==> src/rtl/parity_err_counter.sv <==
// 8-bit saturating parity-error counter, cleared only by reset.
// Ports: clk, reset (async high), inc (count one error), cnt (current count).
module parity_err_counter (
  input  logic       clk,
  input  logic       reset,
  input  logic       inc,
  output logic [7:0] cnt
);

  always_ff @(posedge clk or posedge reset) begin
    if (reset) begin
      cnt <= 8'd0;
    end else if (inc && (cnt != 8'hFF)) begin
      cnt <= cnt + 8'd1;
    end
  end

endmodule

==> config.mk <==
export PLATFORM = sky130hd
export DESIGN_NAME = parity_err_counter
export DESIGN_NICKNAME = d
export VERILOG_FILES = /design/src/rtl/parity_err_counter.sv
export SDC_FILE = /design/constraint.sdc
export NUM_CORES = 1
export LEC_CHECK = 0
export CORE_AREA = 8 8 45 47
export DETAILED_ROUTE_END_ITERATION = 6
export DIE_AREA = 0 0 53 55
export PLACE_DENSITY = 0.59
export SYNTH_ARGS = -nofsm -noshare
export SYNTH_HDL_FRONTEND = slang
export SYNTH_SLANG_ARGS = --single-unit
==> constraint.sdc <==
create_clock -name clk -period 2.4 [get_ports clk]
set_clock_uncertainty 0.15 [all_clocks]
set_input_delay 0.48 -clock clk [delete_from_list [all_inputs] [get_ports clk]]
set_output_delay 0.48 -clock clk [all_outputs]
set_load 0.02 [all_outputs]
==> impl_metrics.env <==
export IMPL_die_y_microns=55
export IMPL_wl_per_cell_microns=12.9
export IMPL_nNetsFinal=57
export IMPL_antenna_left=0
export IMPL_cp_data_arrival_time_ns=1.42
export IMPL_place_area_sq_um=539
export IMPL_maxCapViolations=0
export IMPL_dr_pass1_iters=4
export IMPL_ys_types=19
export IMPL_fin_crit_ns=2.05
export IMPL_cts_tree="built"
export IMPL_regArea_sq_um=200
export IMPL_power_frac_comb_pct=45.9
export IMPL_top_regs="cnt: 8 flops"
export IMPL_critical_path_top_delay_family="buffers and inverters"
export IMPL_initial_utilization_pct=30.3
export IMPL_seqPwrFrac_pct=40.0
export IMPL_fin_util_pct=40.6
export IMPL_cp_start_kind="flip-flop"
export IMPL_setup_viol=0
export IMPL_max_freq_ghz=0.488
export IMPL_ff2ff_setup_slack_ns=0.70
export IMPL_path_buf_inv=1
export IMPL_portBuffers=10
export IMPL_avgSynthCellArea_sq_um=11.0
export IMPL_grt_overflow_total=0
export IMPL_met2_length_microns=412
export IMPL_met1_length_microns=393
export IMPL_status="complete, no violations"
export IMPL_grt_pass1_wl_mm=1.42
export IMPL_diodes=0
export IMPL_cp_endpoint="cnt[2]"
export IMPL_ctsResizeCount=0
export IMPL_routed_wl_microns=862
export IMPL_vdd_drop_max_mv=0.570
export IMPL_ys_seq_area_share_pct=47.8
export IMPL_clkPwrFrac_pct=14.1
export IMPL_row_count=14
export IMPL_synth_top_cell_area_share_pct=47.8
export IMPL_drtIter0Drc=8
export IMPL_clkTransAtPathRegs_ns=0.06
export IMPL_fillers=158
export IMPL_maxSlewHeadroom_pct=78.4
export IMPL_tightest_slew_ns=0.323
export IMPL_drv_slew=0
export IMPL_critical_path_peak_fanout=8
export IMPL_max_flop_register="cnt"
export IMPL_multiInputGateArea_sq_um=215
export IMPL_top_layer_used="met3"
export IMPL_syn_cell_area_sq_um=419
export IMPL_path_depth=1
export IMPL_worstSetupPathType="flip-flop to output pin"
export IMPL_r2r_end="cnt[1]"
export IMPL_largest_reg_flops=8
export IMPL_antenna_found_initial=0
export IMPL_dp_hpwl_microns=666
export IMPL_finalSetupTns_ns=0
export IMPL_die_w_microns=53
export IMPL_yosysWarnings=0
export IMPL_drt_drc_violations_left=0
export IMPL_ys_seq_elements=8
export IMPL_hold_buffers=0
export IMPL_p_leak_nw=0.216
export IMPL_clkLatencyLatePin_ns=0.25
export IMPL_switching_share_pct=42.1
export IMPL_stdcell_area_sq_um=562
export IMPL_cts_buffers=3
export IMPL_worstHoldPathType="input pin to asynchronous set/reset pin"
export IMPL_wl_met3_microns=56
export IMPL_cts_root_buf="clkbuf_4"
export IMPL_p_per_area_nw_per_um2=1320
export IMPL_synthTopCellsByArea="dfrtp_1, mux2_1, nand4_4"
export IMPL_r2r_cells=4
export IMPL_cts_setup_buffers=0
export IMPL_fp_coreArea_sq_um=1380
export IMPL_ios=11
export IMPL_yosys_area_top_type="dfrtp_1"
export IMPL_cp_startpoint="cnt[2]"
export IMPL_num_vias=346
export IMPL_gp_congestion=0.738
export IMPL_r2r_start="cnt[0]"
export IMPL_htreeDepth=1
export IMPL_grtUsageTotal_pct=6.54
export IMPL_synthToLayoutAreaGrowth_pct=34.0
export IMPL_path_cells="clkdlybuf4s50_1"
export IMPL_worstPathRequired_ns=1.77
export IMPL_p_sw_mw=0.313
export IMPL_clock_sinks=8
export IMPL_end_kind="output pin"
export IMPL_drive_above_1_share_pct=11.8
export IMPL_viasPerCell=5.16
export IMPL_syn_num_nets=42
export IMPL_hold_viol_final=0
export IMPL_slowest_stage="clkdlybuf4s50_1"
export IMPL_first_global_vias=325
export IMPL_grt_max_degree=9
export IMPL_p_total_mw=0.743
export IMPL_die_area_sq_um=2920
export IMPL_rsz0062_at_grt="no"
export IMPL_max_stage_delay_ns=0.67
export IMPL_clockBufferDepth=2
export IMPL_netlist_instances=38
export IMPL_intPower_mw=0.430
export IMPL_period_share_pct=85.4
[cell usage after synthesis]
library cell,instances
a21boi_1,1
a21oi_1,1
dfrtp_1,8
ha_1,1
inv_1,1
mux2_1,3
mux2_2,1
nand2_1,4
nand3_1,3
nand4_1,3
nand4_4,1
nor2_1,2
nor3_1,2
o2111a_1,1
o21ai_1,1
o21ai_2,1
o21bai_1,2
o31a_1,1
xnor2_1,1
[cell usage in the layout (no fill, tap or decap), drive strengths merged]
cell type       n
nor2            2
clkdlybuf4s50  10
xnor2           1
inv             1
a21oi           1
o21bai          2
o31a            1
nand3           3
dfrtp           8
nor3            2
o21ai           2
a21boi          1
ha              1
nand4           4
mux2            4
nand2           4
o2111a          1
clkbuf          3
[power by group through the flow]
stage / Sequential, mW / Combinational, mW / Clock, mW
detailed placement: 0.299 / 0.345 / 0
global placement: 0.299 / 0.344 / 0
global route: 0.312 / 0.370 / 0.117
floorplan: 0.357 / 0.126 / 0
finish: 0.297 / 0.341 / 0.105
CTS: 0.297 / 0.347 / 0.108
[final cells by class]
class	count	area share (%)
inverter	1	0.668
timing repair buffer	10	17.8
sequential	8	35.6
tap	16	3.56
multi-input combinational	29	38.3
clock buffer	3	4.01
[logic make-up after synthesis]
| logic type | after synthesis | share of synthesized area [%] |
|---|---|---|
| and+or+nand+nor | 15 | 20.9 |
| xor gates and xnor gates | 1 | 2.09 |
| AOI/OAI and AO/OA | 8 | 14.6 |
| DFF | 8 | 47.8 |
| adders and majority gates | 1 | 2.98 |
| muxes | 4 | 10.7 |
| buffers and inverters | 1 | 0.895 |
[through the flow]
stage	setup slack, ns	instances	hold WS (ns)
floorplan	0.664	38	0.146
global placement	0.393	64	0.353
detailed placement	0.360	64	0.360
CTS	0.351	67	0.334
global route	0.280	67	0.345
finish	0.351	67	0.326
[worst min-delay path by stage]
stage	start	end	slack [ns]	depth (start not counted)
after global routing	reset	cnt[1]	0.35	2
after detailed placement	cnt[6]	cnt[6]	0.36	1
after global placement	cnt[6]	cnt[6]	0.35	1
after CTS	reset	cnt[1]	0.33	2
final	reset	cnt[1]	0.33	2
after floorplan	reset	cnt[0]	0.15	1
[metal layers]
layer  up-vias  global-route usage (%)
li1        169                       -
met1       169                    8.02
met2         8                    9.57
met3         0                   0.802
met4         0                    6.47
met5         -                       0
No activity file was read; power rests on OpenSTA's default activity.
